`src/rtl/sipo_frame_ctrl_if.sv`:
```
// Bundle of the frame controller's serial-in and parallel-out signals.
//   Serial side : start, si, si_en, clr_overrun  (into the controller)
//   Output side : dout / dout_valid / dout_ready  (valid/ready word port)
//   Status      : busy, bit_cnt, overrun
// The slave modport is the controller. The master modport is the
// source/consumer environment that surrounds it.
interface sipo_frame_ctrl_if #(
  parameter int WIDTH = 4,
  parameter int CW    = $clog2(WIDTH + 1)
);
  logic             start;
  logic             si;
  logic             si_en;
  logic             dout_ready;
  logic             clr_overrun;
  logic [WIDTH-1:0] dout;
  logic             dout_valid;
  logic             busy;
  logic [CW-1:0]    bit_cnt;
  logic             overrun;

  modport slave (
    input  start, si, si_en, dout_ready, clr_overrun,
    output dout, dout_valid, busy, bit_cnt, overrun
  );

  modport master (
    output start, si, si_en, dout_ready, clr_overrun,
    input  dout, dout_valid, busy, bit_cnt, overrun
  );
endinterface

```
`src/rtl/sipo_frame_ctrl.sv`:
```
// Framed serial-in/parallel-out capture controller.
// Ports:
//   clk, rst_n : rising-edge clock and synchronous active-low reset.
//   bus        : sipo_frame_ctrl_if slave. It carries the serial strobe
//                inputs, the one-word valid/ready output buffer, and the
//                busy, bit_cnt and overrun status.
// A start pulse opens a frame. The next WIDTH strobed bits are shifted in
// MSB first. The finished word moves to the output buffer when that buffer
// is free. If the buffer is still blocked, the word waits in the shift
// register (HOLD). Any bit strobed during that wait is dropped, and the
// drop is recorded in the sticky overrun flag.
module sipo_frame_ctrl #(
  parameter int WIDTH = 4
) (
  input  logic              clk,
  input  logic              rst_n,
  sipo_frame_ctrl_if.slave  bus
);
  localparam int CW = $clog2(WIDTH + 1);

  typedef enum logic [1:0] {IDLE, SHIFT, HOLD} state_t;

  state_t           state_q, state_d;
  logic [WIDTH-1:0] sreg_q, sreg_d;
  logic [WIDTH-1:0] dout_q, dout_d;
  logic             dout_valid_q, dout_valid_d;
  logic [CW-1:0]    bit_cnt_q, bit_cnt_d;
  logic             overrun_q, overrun_d;

  logic             buf_free;
  logic [WIDTH-1:0] sreg_shifted;
  logic             drop;

  // The buffer can take a new word when it is empty, or when the word it
  // holds is being accepted in this same cycle.
  assign buf_free     = !dout_valid_q || bus.dout_ready;
  assign sreg_shifted = {sreg_q[WIDTH-2:0], bus.si};
  assign drop         = (state_q == HOLD) && bus.si_en;

  always_comb begin
    state_d      = state_q;
    sreg_d       = sreg_q;
    dout_d       = dout_q;
    bit_cnt_d    = bit_cnt_q;
    dout_valid_d = dout_valid_q && !bus.dout_ready;

    unique case (state_q)
      IDLE: begin
        if (bus.start) begin
          state_d   = SHIFT;
          bit_cnt_d = '0;
        end
      end
      SHIFT: begin
        // A start here restarts the frame, and any same-cycle bit is lost.
        if (bus.start) begin
          bit_cnt_d = '0;
        end else if (bus.si_en) begin
          sreg_d = sreg_shifted;
          if (bit_cnt_q == CW'(WIDTH - 1)) begin
            if (buf_free) begin
              dout_d       = sreg_shifted;
              dout_valid_d = 1'b1;
              bit_cnt_d    = '0;
              state_d      = IDLE;
            end else begin
              bit_cnt_d = CW'(WIDTH);
              state_d   = HOLD;
            end
          end else begin
            bit_cnt_d = bit_cnt_q + CW'(1);
          end
        end
      end
      HOLD: begin
        if (buf_free) begin
          dout_d       = sreg_q;
          dout_valid_d = 1'b1;
          bit_cnt_d    = '0;
          state_d      = IDLE;
        end
      end
      default: state_d = IDLE;
    endcase

    // When a drop and a clear arrive together, the drop wins so that no
    // lost bit goes unreported.
    overrun_d = overrun_q;
    if (bus.clr_overrun) overrun_d = 1'b0;
    if (drop)            overrun_d = 1'b1;
  end

  always_ff @(posedge clk) begin
    if (!rst_n) begin
      state_q      <= IDLE;
      sreg_q       <= '0;
      dout_q       <= '0;
      dout_valid_q <= 1'b0;
      bit_cnt_q    <= '0;
      overrun_q    <= 1'b0;
    end else begin
      state_q      <= state_d;
      sreg_q       <= sreg_d;
      dout_q       <= dout_d;
      dout_valid_q <= dout_valid_d;
      bit_cnt_q    <= bit_cnt_d;
      overrun_q    <= overrun_d;
    end
  end

  assign bus.dout       = dout_q;
  assign bus.dout_valid = dout_valid_q;
  assign bus.busy       = (state_q != IDLE);
  assign bus.bit_cnt    = bit_cnt_q;
  assign bus.overrun    = overrun_q;
endmodule

```
`src/flat_wrapper.sv`:
```
// flat-port wrapper written by rule: the top's interface ports become plain ports
module sipo_frame_ctrl_flat 
#(
  parameter int WIDTH = 4
)
  (clk, rst_n, bus_start, bus_si, bus_si_en, bus_dout_ready, bus_clr_overrun, bus_dout, bus_dout_valid, bus_busy, bus_bit_cnt, bus_overrun);
  sipo_frame_ctrl_if #(.WIDTH(WIDTH)) bus_i ();
  input  logic clk;
  input  logic rst_n;
  input wire logic [$bits(bus_i.start)-1:0] bus_start;
  input wire logic [$bits(bus_i.si)-1:0] bus_si;
  input wire logic [$bits(bus_i.si_en)-1:0] bus_si_en;
  input wire logic [$bits(bus_i.dout_ready)-1:0] bus_dout_ready;
  input wire logic [$bits(bus_i.clr_overrun)-1:0] bus_clr_overrun;
  output wire logic [$bits(bus_i.dout)-1:0] bus_dout;
  output wire logic [$bits(bus_i.dout_valid)-1:0] bus_dout_valid;
  output wire logic [$bits(bus_i.busy)-1:0] bus_busy;
  output wire logic [$bits(bus_i.bit_cnt)-1:0] bus_bit_cnt;
  output wire logic [$bits(bus_i.overrun)-1:0] bus_overrun;
  assign bus_i.start = bus_start;
  assign bus_i.si = bus_si;
  assign bus_i.si_en = bus_si_en;
  assign bus_i.dout_ready = bus_dout_ready;
  assign bus_i.clr_overrun = bus_clr_overrun;
  assign bus_dout = bus_i.dout;
  assign bus_dout_valid = bus_i.dout_valid;
  assign bus_busy = bus_i.busy;
  assign bus_bit_cnt = bus_i.bit_cnt;
  assign bus_overrun = bus_i.overrun;
  sipo_frame_ctrl #(.WIDTH(WIDTH)) u_core (.clk(clk), .rst_n(rst_n), .bus(bus_i));
endmodule
```
`config.mk`:
```
export PLATFORM = sky130hd
export DESIGN_NAME = sipo_frame_ctrl_flat
export DESIGN_NICKNAME = d
export VERILOG_FILES = /design/src/rtl/sipo_frame_ctrl_if.sv /design/src/rtl/sipo_frame_ctrl.sv /design/src/flat_wrapper.sv
export SDC_FILE = /design/constraint.sdc
export NUM_CORES = 1
export LEC_CHECK = 0
export CAP_MARGIN = 20
export CELL_PAD_IN_SITES_DETAIL_PLACEMENT = 1
export CELL_PAD_IN_SITES_GLOBAL_PLACEMENT = 1
export CORE_MARGIN = 2
export CORE_UTILIZATION = 38
export DETAILED_ROUTE_END_ITERATION = 7
export HOLD_SLACK_MARGIN = 0.03
export PLACE_DENSITY = 0.82
export RECOVER_POWER = 100
export SLEW_MARGIN = 30
export SYNTH_ARGS = -nofsm -noshare
export SYNTH_HDL_FRONTEND = slang
export SYNTH_SLANG_ARGS = --single-unit
export TNS_END_PERCENT = 20
```
`constraint.sdc`:
```
create_clock -name clk -period 2 [get_ports clk]
set_clock_uncertainty 0.1 [all_clocks]
set_input_delay 0.3 -clock clk [delete_from_list [all_inputs] [get_ports clk]]
set_output_delay 0.3 -clock clk [all_outputs]
set_load 0.05 [all_outputs]
```
# --- Word level (Yosys, flattened, before mapping) ---
# Index checks and enable logic that the tools add are counted.
totals:
  regBits: 15
  input_bits: 7
  out_inout_bits: 10
  wordCells: 59
op_classes:
  addsub: 1
  eq_ne: 10
  muxes: 27
  bitwise: 1
  reduce_logical: 14
op_table:
  columns: ["cell", "count"]
  rows:
  - ["$mux W4", 5]
  - ["$mux W3", 6]
  - ["$mux W2", 6]
  - ["$pmux W3 S3", 1]
  - ["$pmux W4 S2", 1]
  - ["$mux W1", 6]
  - ["$ne A2 B1 Y1 const B", 3]
  - ["$ne A2 B2 Y1 const B", 3]
  - ["$pmux W2 S3", 1]
  - ["$reduce_and A6 Y1", 1]
  - ["$reduce_bool A2 Y1", 3]
  - ["$reduce_and A5 Y1", 1]
  - ["$reduce_and A4 Y1", 1]
  - ["$add A3 B1 Y3 const B", 1]
  - ["$eq A3 B2 Y1 const B", 1]
  - ["$ne A3 B3 Y1 const B", 1]
  - ["$reduce_and A3 Y1", 1]
  - ["$reduce_bool A3 Y1", 1]
  - ["$eq A2 B1 Y1 const B", 1]
  - ["$eq A2 B2 Y1 const B", 1]
  - ["$logic_and A1 B1 Y1", 2]
  - ["$logic_not A1 Y1", 2]
  - ["$logic_not A2 Y1", 1]
  - ["$pmux W1 S2", 1]
  - ["other kinds (2)", 2]

# --- Depth between registers and ports, before layout ---
depth:
  ltp_word: 7
  mapped_depth: 6
  depth_no_buf: 5

# --- Worst setup path before layout ---
# OpenSTA, ideal clock, no wires.
synth_path:
  kind: "reg2reg"
  start: "register u_core.bit_cnt_q[0], in the netlist u_core.bus.bit_cnt[0]"
  end: "register u_core.dout_q[0], in the netlist u_core.bus.dout[0]"
  setup_time_ns: 0.123
  arrival_time_ns: 1.607
  required_ns: 1.777
  slack_ns: 0.170
  path_stages_with_launch: 5
  path_buffers: 0
  period_less_slack_ns: 1.830
  cell_sequence: "dfxtp_1 ha_1 nand4bb_4 a211o_1 mux2i_1"
synth_between:
  elab_chain_len: 3
synth_rtl:
  columns: ["item", "line_no", "rtl"]
  rows:
  - ["from (decl)", "sipo_frame_ctrl.sv:27", "logic [CW-1:0] bit_cnt_q, bit_cnt_d;"]
  - ["from (signal assigned)", "sipo_frame_ctrl.sv:106", "bit_cnt_q <= bit_cnt_d;"]
  - ["$eq A3 B2 Y1", "sipo_frame_ctrl.sv:60", "if (bit_cnt_q == CW'(WIDTH - 1)) begin"]
  - ["$ne A2 B1 Y1 (no line)", null, null]
  - ["$reduce_and A6 Y1 (no line)", null, null]
  - ["to (signal assigned)", "sipo_frame_ctrl.sv:104", "dout_q <= dout_d;"]
  - ["to (decl)", "sipo_frame_ctrl.sv:25", "logic [WIDTH-1:0] dout_q, dout_d;"]
# No other way between the ends.
# A chain may end at the register's enable or synchronous reset.

# --- Final worst setup path ---
layout_path:
  start: "register u_core.dout_q[1], in the netlist u_core.bus.dout[1]"
  end: "output port bus_dout[1]"
layout_lines:
  columns: ["item", "line_no", "rtl"]
  rows:
  - ["to (decl)", "flat_wrapper.sv:15", "output wire logic [$bits(bus_i.dout)-1:0] bus_dout;"]
# No word-level cell between the ends.

==> results.md <==
* Initial Util at 40.0%
* Antenna diodes at 0
* Hold Path Class: reg -> reg
* Netlist cell types at 26
* Fmax at 524 MHz
* Synthesized net count at 100
* Logic pwr share at 34.5%
* Crit-path cells: dlygate4sd3_1
* Setup TNS at 0 ns
* Via count at about 670
* Critical path's largest stage delay at 0.87 ns
* Max IR drop VDD at 0.342 mV
* Post-Synthesis Cell Area at 876 um^2
* Yosys top cell by area: dfxtp_1
* Layout area overhead at 22.9%
* Critical Path Start Type: flop
* Main flop type after synthesis: dfxtp_1
* Max Cap Violations at 0
* Row cnt at 17
* P_int at 0.000502 W
* Post-CTS setup buffer count at 0
* Maximum root-to-sink buffer count at 2
* First drt pass iteration count at 4
* Setup ws final at between 0.08 and 0.09 ns
* First-pass GRT wire length at approximately 3100 um
* Final hold violations at 0
* Share of cells above drive strength 1 at 14.2%
* ANT nets after route at 0
* Hold Slack at 0.368 ns
* Crit Path Class: reg -> out
* Initial antenna violation count at 0
* YS warnings at 0
* Endpoint type of the worst setup path: output port
* Flop pwr share at a little over two fifths
* Status: finished clean
* Fin crit share at 95.5%
* Buffers plus inverters on the worst setup path at 1
* Area contributors post-synth: dfxtp_1, mux2i_1, ha_1
* FFs w/ async S/R, synth at 0%
* Clock Sinks at 15
* Reg2Reg Setup Slack at 0.22 ns
* # H-tree levels at 1
* Setup WS pre-CTS at 0.123 ns
* PD cells at 720 nW/um^2
* RD Place Congestion at 0.801
* Psw at 0.000273 W
* TritonCTS clock tree: yes
* Largest net degree at the start of global routing at 12
* Post-synth EDFFs at 0
* Remaining Overflow, GRT at 0
* RSZ-0062 raised after global routing: no
* Vias in the first global route at roughly 650
* DR DRC count at 0
* Register bit total from synthesis at 15
* Slowest cell on crit path: dlygate4sd3_1
* Worst-Margin Slew at 0.591 ns
* Clk root buf: clkbuf_4
* CORE AREA at 2190 um^2
* Synth Instances at 87
* Final Setup Violations at 0
* Die height at 52.0 um
* Yosys top cell area share at 34.3%
* DRT iter0 DRCs at 1
* Relative slew margins at 60.8%
* Clock power share at 23.0%
* DPL Wire Length at about 1400 um
* Num CTS Buffers at 3
* Filler cell count at 253
* IO Pins at 17
* Crit path DAT at 1.51 ns
* Commonest cells post-synth: dfxtp_1, nand2_1, mux2i_1
* Wire per inst at 13.4 um
* DRT Wirelength at 1790 um
* Worst-skew pair later-pin latency at 0.29 ns
* I/O Buffers at 16
* DIE WIDTH at 52.0 um
* Mean post-synth cell area at 10.1 um^2
* NumNets Final at 120
* Die area at 2710 um^2
* Max FO, Critical Path at 2
* Sequential share of the synthesized area at 34.3%
* Crit path max-delay family: buffers and inverters
* Vias/cell at roughly 5
* P_leak at 0.469 nW
* Clock transition at the registers of the reported paths at 0.09 ns
* CP Data Required Time at 1.60 ns
* Switch share at 35.2%
* GRT Total Usage at between 15 and 20%
* Pins over their slew limit at 0
* Fin crit period at about 1.9 ns
cell usage in the layout, fill, tap and decap left out:
| cell | count |
|---|---|
| nand2_1 | 15 |
| dfxtp_1 | 15 |
| mux2i_1 | 13 |
| clkdlybuf4s50_1 | 10 |
| nor2b_1 | 7 |
| ha_1 | 6 |
| mux2_2 | 4 |
| dlygate4sd3_1 | 4 |
| inv_1 | 3 |
| nand2b_1 | 3 |
| clkbuf_4 | 3 |
| nand3b_1 | 2 |
| nand3_1 | 2 |
| clkbuf_1 | 2 |
| buf_4 | 2 |
| nor2b_2 | 1 |
| nand4bb_4 | 1 |
| a21oi_1 | 1 |
| o221a_2 | 1 |
| a21boi_0 | 1 |
| nor2_1 | 1 |
| a211o_1 | 1 |
| a221oi_1 | 1 |
| and3b_1 | 1 |
| nor3b_1 | 1 |
| a2111oi_4 | 1 |
| nor4bb_1 | 1 |
| o21ai_0 | 1 |
| clkinv_2 | 1 |
| clkbuf_2 | 1 |
power by group through the flow:
| stage | Clock, W | Sequential, W | Combinational (W) |
|---|---|---|---|
| 6_report | 0.000178 | 0.000329 | 0.000268 |
| 5_1_grt | 0.000197 | 0.000332 | 0.000290 |
| 4_1_cts | 0.000183 | 0.000329 | 0.000310 |
| 3_5_place_dp | 0 | 0.000336 | 0.000310 |
| 3_3_place_gp | 0 | 0.000334 | 0.000305 |
| 2_1_floorplan | 0 | 0.000355 | 0.000199 |
state kept, by name, indices dropped and copies added, names as in the netlist:
name                   count
u_core.bus.dout            4
u_core.sreg_q              4
u_core.bus.bit_cnt         3
u_core.state_q             2
u_core.bus.dout_valid      1
u_core.bus.overrun         1
final timing paths:
check	startpoint	endpoint	cells after the start
min	u_core.bus.dout[2]	u_core.bus.dout[2]	2
max reg2reg	u_core.state_q[0]	u_core.bus.bit_cnt[2]	5
max	u_core.bus.dout[1]	bus_dout[1]	1
min reg2reg	u_core.bus.dout[2]	u_core.bus.dout[2]	2
tightest hold or removal path, stage by stage (launching register included):
cell and delay (ns):
dfxtp_1 0.32, nand2_1 0.06, mux2i_1 0.06
cell type report:
cell class | count | area (um^2) | share of cell area, %
multi-input combinational | 65 | 534 | 49.7
clock inverter | 1 | 5.00 | 0.465
tap | 28 | 35.0 | 3.26
timing repair buffer | 19 | 168 | 15.6
sequential | 15 | 300 | 27.9
inverter | 3 | 11.3 | 1.05
clock buffer | 3 | 22.5 | 2.09
what timing repair did:
item	in CTS	in global routing
gates resized for setup	0	1
hold buffers	0	0
endpoints found under the setup margin	0	1
stage by stage:
| stage | instance area, um^2 | power (W) | cells | util [%] |
|---|---|---|---|---|
| 2_1_floorplan | 876 | 0.000554 | 87 | - |
| 3_3_place_gp | 1080 | 0.000639 | 130 | 49.3 |
| 3_5_place_dp | 1080 | 0.000645 | 130 | 49.3 |
| 4_1_cts | 1110 | 0.000822 | 134 | 50.5 |
| 5_1_grt | 1080 | 0.000820 | 134 | 49.1 |
| 6_report | 1080 | 0.000775 | 134 | 49.1 |
metal layers:
metal,share of wire (%),GRT usage [%],vias to the layer above
met5,0,0,-
met4,0.95,3.95,0
met3,4.6,2.87,3
met2,48,24.9,16
met1,47,21.1,315
li1,-,-,337
cells by family after synthesis:
logic type | Yosys count | synth area share [%]
simple gates | 35 | 24.0
buf+inv | 7 | 4.00
mux | 17 | 20.0
flops | 15 | 34.3
compound gates | 7 | 9.14
fa+ha+maj | 6 | 8.57
(Power assumes the default switching activity.)
==> RTL change 1: new RTL, same flow settings <==
`WIDTH` is set to 4 in 3 places; all go to 8.
--- a/src/rtl/sipo_frame_ctrl_if.sv
+++ b/src/rtl/sipo_frame_ctrl_if.sv
@@ -6,5 +6,5 @@
 // source/consumer environment that surrounds it.
 interface sipo_frame_ctrl_if #(
-  parameter int WIDTH = 4,
+  parameter int WIDTH = 8,
   parameter int CW    = $clog2(WIDTH + 1)
 );
--- a/src/rtl/sipo_frame_ctrl.sv
+++ b/src/rtl/sipo_frame_ctrl.sv
@@ -11,5 +11,5 @@
 // drop is recorded in the sticky overrun flag.
 module sipo_frame_ctrl #(
-  parameter int WIDTH = 4
+  parameter int WIDTH = 8
 ) (
   input  logic              clk,
--- a/src/flat_wrapper.sv
+++ b/src/flat_wrapper.sv
@@ -2,5 +2,5 @@
 module sipo_frame_ctrl_flat 
 #(
-  parameter int WIDTH = 4
+  parameter int WIDTH = 8
 )
   (clk, rst_n, bus_start, bus_si, bus_si_en, bus_dout_ready, bus_clr_overrun, bus_dout, bus_dout_valid, bus_busy, bus_bit_cnt, bus_overrun);
Ports: changed (resized bus_bit_cnt and bus_dout); port bits go from 17 to 22. The function was not compared with the original's and may differ.
==> RTL change 1 against the original RTL <==
  * Combinational power up 66%
  * Synthesized area rose by 46%
  * Final area rose by 50%
  * Critical endpoint is now bus_dout_valid
  * Critical path type unchanged
  * Sequential cell count up 9
  * Count of clock-buffer cells in the layout up 1
  * Wire length grew 54%
  * Worst setup slack worse by 0.0079 ns
  * Utilization barely moved
  * Total power up 59%
==> RTL change 1: results (changes against the original RTL) <==
Outcome
  • Status: finished clean

Synth
  • Most instantiated cells after synthesis: 24 x dfxtp_1, 23 x nand2_1, 10 x mux2i_1
  • Adder-Cell Fraction of Synth Area: 5.88% (-2.7 points)
  • Mapped Nets: 147 (+47%)
  • Largest cells by area after synthesis: dfxtp_1 38%, mux2i_1 7.8%, nand2_1 6.8%, o211a_1 6.3%, ha_1 5.9%
  • Library cells used by synthesis: 34 (+31%)
  • Post-synthesis compound-gate area fraction: 22.6% (+14 points)
  • Mux cell area share after synthesis: 7.84% (-12 points)
  • Asr flop ratio synth: 0% (unchanged)
  • Syn_area_per_cell: 9.52 um^2 (-5.4%)

Clock tree
  • Post-CTS Resized: 1 (+1)
  • CTS clk-pin slew, worst paths: 0.13 ns (+0.04 ns)

Cells and area
  • Final #Nets: 173 (+44%)
  • Fill cells: 383 (+51%)
  • Share of layout cells above drive strength 1: 14.5% (+0.31 points)
  • Area of the multi-input gates: 736 um^2 (+38%)

Pwr
  • VDD IR max: 436 uV (+27%)
  • P_leak: 0.674 nW (+44%)

STA
  • Slew @ Worst Pin: 0.598 ns (+0.00792 ns)

Routing
  • Met1 Wirelength: 1190 um (+42%)
  • Routed length on met2: 1470 um (+71%)
  • Vias per cell: 5.23 (+4.5%)
  • Wire length per cell: 13.4 um (+0.40%)
  • Final WL: 2750 um (+54%)
  • Initial DRC count: 22 (+21)
  • Met3 WL post-DR: 74 um (-9.8%)

Worst setup path
  • Crit path from: u_core.bus.dout_valid

Placed design
  • DP Wirelength: 2040 um (+45%)
  • Port buffer count: 21 (+5)
  • Placer Congestion: 0.743 (-7.2%)
  • Cells after DPL: 201 (+55%)
  • Area after DPL: 0.00158 mm^2 (+46%)
  • Pre-CTS setup slack: -0.0105 ns (-0.134 ns)

Global route
  • M1 GR Usage: 18.5% (-2.7 points)
  • GRT met2 Usage: 29.8% (+4.9 points)
  • Overall Global Routing Usage: 16.3% (+0.88 points)
  • First-pass GRT wire length: 4660 um (+49%)
  • Pin count of the biggest net entering global routing: 29 (+17)
  • GR Layer Usage met3: 4.55% (+1.7 points)

Worst hold path
  • Hold Startpoint: u_core.bus.overrun
==> RTL change 1: cell type report <==
cell class / count / share of cell area (%)
flip-flops and latches: 24 / 30.1
well taps: 46 / 3.57
multi-input cells: 98 / 45.6
inverters: 4 / 0.931
clock buffers: 4 / 2.25
repair buffers: 29 / 17.5
==> RTL change 1: power breakdown <==
| part | internal (W) | leakage (nW) | switching, W |
|---|---|---|---|
| registers | 0.000508 | 0.196 | 0.0000220 |
| clock network | 0.000111 | 0.0210 | 0.000142 |
| logic | 0.000194 | 0.457 | 0.000252 |
| total | 0.000813 | 0.674 | 0.000416 |
==> RTL change 1: worst paths after layout <==
| path | endpoint | slack (ns) | cells after the start |
|---|---|---|---|
| hold / removal | u_core.bus.overrun | 0.38 | 2 |
| setup / recovery | bus_dout_valid | 0.08 | 1 |
| hold reg to reg | u_core.bus.overrun | 0.38 | 2 |
| setup reg to reg | u_core.bus.bit_cnt[1] | 0.13 | 6 |
==> RTL change 2: new RTL, same settings <==
Made on the original files. Encoding of `state_t`: now one-hot (3 bits for 3 states).
--- a/src/rtl/sipo_frame_ctrl.sv
+++ b/src/rtl/sipo_frame_ctrl.sv
@@ -19,5 +19,5 @@
   localparam int CW = $clog2(WIDTH + 1);
 
-  typedef enum logic [1:0] {IDLE, SHIFT, HOLD} state_t;
+  typedef enum logic [2:0] {IDLE = 3'b001, SHIFT = 3'b010, HOLD = 3'b100} state_t;
 
   state_t           state_q, state_d;
Behaviour: no difference found for any inputs over 10 cycles, from zero or initial values and one cycle with rst_n low; not proved beyond that.
==> RTL change 2 against the original RTL <==
  * Wire length up 11%
  * Final area up 1.4%
  * Non-clock buffer count up 8
  * Worst setup slack worse by 0.0060 ns
  * Fmax down 0.31%
  * Global-route usage up 2.7 points
  * Sequential cell count up 1
  * First-iteration DRC count rose to 9.0 times the old value
  * Synthesized area down 4.4%
  * Critical path type unchanged
  * Critical endpoint is now bus_bit_cnt[2]
Power is not compared: it rests on default switching activity, and its combinational part moved more than twofold at a synthesized area within 25%.
==> RTL change 2: results (changes against the original RTL) <==
STA
  • Slew HR: 66.1% (+5.3 points)
  • Final Setup Violations: 0 (unchanged)

Routing
  • Highest routed layer: met4
  • Via count: 714 (+6.4%)
  • Initial DRT Pass Iterations: 4 (unchanged)
  • Routed length on met2: 893 um (+4.1%)
  • Vias per cell: 5.06 (+1.1%)
  • Wire length per cell: 14.1 um (+5.7%)
  • Initial DRC count: 9 (+8)
  • Met3 WL post-DR: 52 um (-37%)
  • Met1 Wirelength: 1020 um (+22%)

Synth
  • Ys flop type: dfxtp_1
  • Synth warn: 0 (unchanged)
  • Largest cells by area after synthesis: dfxtp_1 38%, mux2i_1 6.0%, nor2b_1 6.0%, nor2_1 4.9%, o211a_1 4.8%
  • Gate Count Post-Synth: 88 (+1.1%)
  • Library cells used by synthesis: 34 (+31%)
  • Post-synthesis sequential area ratio: 38.3% (+4.0 points)
  • Mapped Nets: 96 (-4.0%)
  • Most instantiated cells after synthesis: 16 x dfxtp_1, 11 x nor2_1, 8 x nor2b_1

Placed design
  • Pre-CTS setup slack: -0.0704 ns (-0.194 ns)
  • Cells after DPL: 137 (+5.4%)
  • DP Wirelength: 1450 um (+2.4%)
  • Port buffer count: 16 (unchanged)
  • Placer Congestion: 0.803 (+0.32%)

Clock tree
  • CTS clk-pin slew, worst paths: 0.10 ns
  • Clk_lat worst skew: 0.29 ns (about the same)
  • Num CTS Buffers: 3 (unchanged)
  • Post-CTS Repair Setup Buffers: 0 (unchanged)

Pwr
  • Internal Power: ~0.00047 W
  • VDD IR max: 334 uV

Outcome
  • Status: finished clean

Worst setup path
  • CP max FO: 5 (+3)
  • Max incr delay on CP: 0.82 ns (-0.05 ns)
  • Slowest CP cell: clkdlybuf4s50_1

Global route
  • Vias in the first global route: 741 (+14%)
  • Pin count of the biggest net entering global routing: 15 (+3)
  • Initial antenna violation count: 0 (unchanged)
  • Overall Global Routing Usage: 18.1% (+2.7 points)
  • First-pass GRT wire length: 3490 um (+11%)

Cells and area
  • Antenna cells: 0 (unchanged)
  • Final #Nets: 123 (+2.5%)
  • Share of layout cells above drive strength 1: 16.7% (+2.5 points)
[RTL change 2: cell types whose count changed in the layout (fill, tap and decap cells not counted), moves of 5 or more]
cell,delta
ha_1,-5
mux2i_1,-8
nand2_1,-12
nor2_1,+10
[RTL change 2: kinds of logic (layout without fill, tap and decap cells)]
kind of cell	Yosys count	in the layout	synth area share (%)
compound gates	19	19	18.4
xor+xnor	1	1	1.05
fa+ha+maj	1	1	1.49
buf+inv	7	33	5.08
flops	16	16	38.3
mux	5	5	5.98
simple gates	39	39	29.7
[RTL change 2: area by class of cell]
type / instances / area, um^2
repair buffers: 27 / 224
well taps: 27 / 33.8
flip-flops and latches: 16 / 324
fillers: 245 / 931
inverters: 2 / 7.51
multi-input cells: 65 / 465
clock buffers: 4 / 36.3
[RTL change 2: what timing repair did]
item / in CTS / in global routing
endpoints found under the setup margin: 0 / 1
resized for setup: 0 / 1
hold buffers: 0 / 0
[RTL change 2: worst paths after layout]
kind	cells after the start	slack [ns]	from	to
worst max-delay path	1	0.08	u_core.bus.bit_cnt[2]	bus_bit_cnt[2]
worst min-delay path	1	0.40	u_core.bus.dout[2]	u_core.bus.dout[2]
worst max register to register	4	0.17	u_core.state_q[1]	u_core.bus.bit_cnt[0]
worst min register to register	1	0.40	u_core.bus.dout[2]	u_core.bus.dout[2]
[RTL change 2: metal layers]
layer,up-vias,global-route usage [%]
li1,368,-
met1,331,23.6
met2,13,29.2
met3,2,2.05
met4,0,9.46
met5,-,0
[RTL change 2: power by group through the flow]
stage	combinational, W	clock, W	sequential, W
2_1_floorplan	0.0000436	0	0.000333
3_3_place_gp	0.0000711	0	0.000337
3_5_place_dp	0.0000721	0	0.000338
4_1_cts	0.0000725	0.000225	0.000331
5_1_grt	0.0000742	0.000234	0.000332
6_report	0.0000682	0.000216	0.000331
[RTL change 2: stage by stage]
| step | power (W) | utilization [%] | area (um^2) | TNS [ns] |
|---|---|---|---|---|
| floorplan | 0.000376 | - | 840 | 0 |
| global placement | 0.000409 | 53.3 | 1080 | -0.0297 |
| detailed placement | 0.000410 | 53.3 | 1080 | -0.154 |
| CTS | 0.000628 | 55.1 | 1110 | 0 |
| global route | 0.000641 | 54.0 | 1090 | 0 |
| finish | 0.000615 | 54.0 | 1090 | 0 |
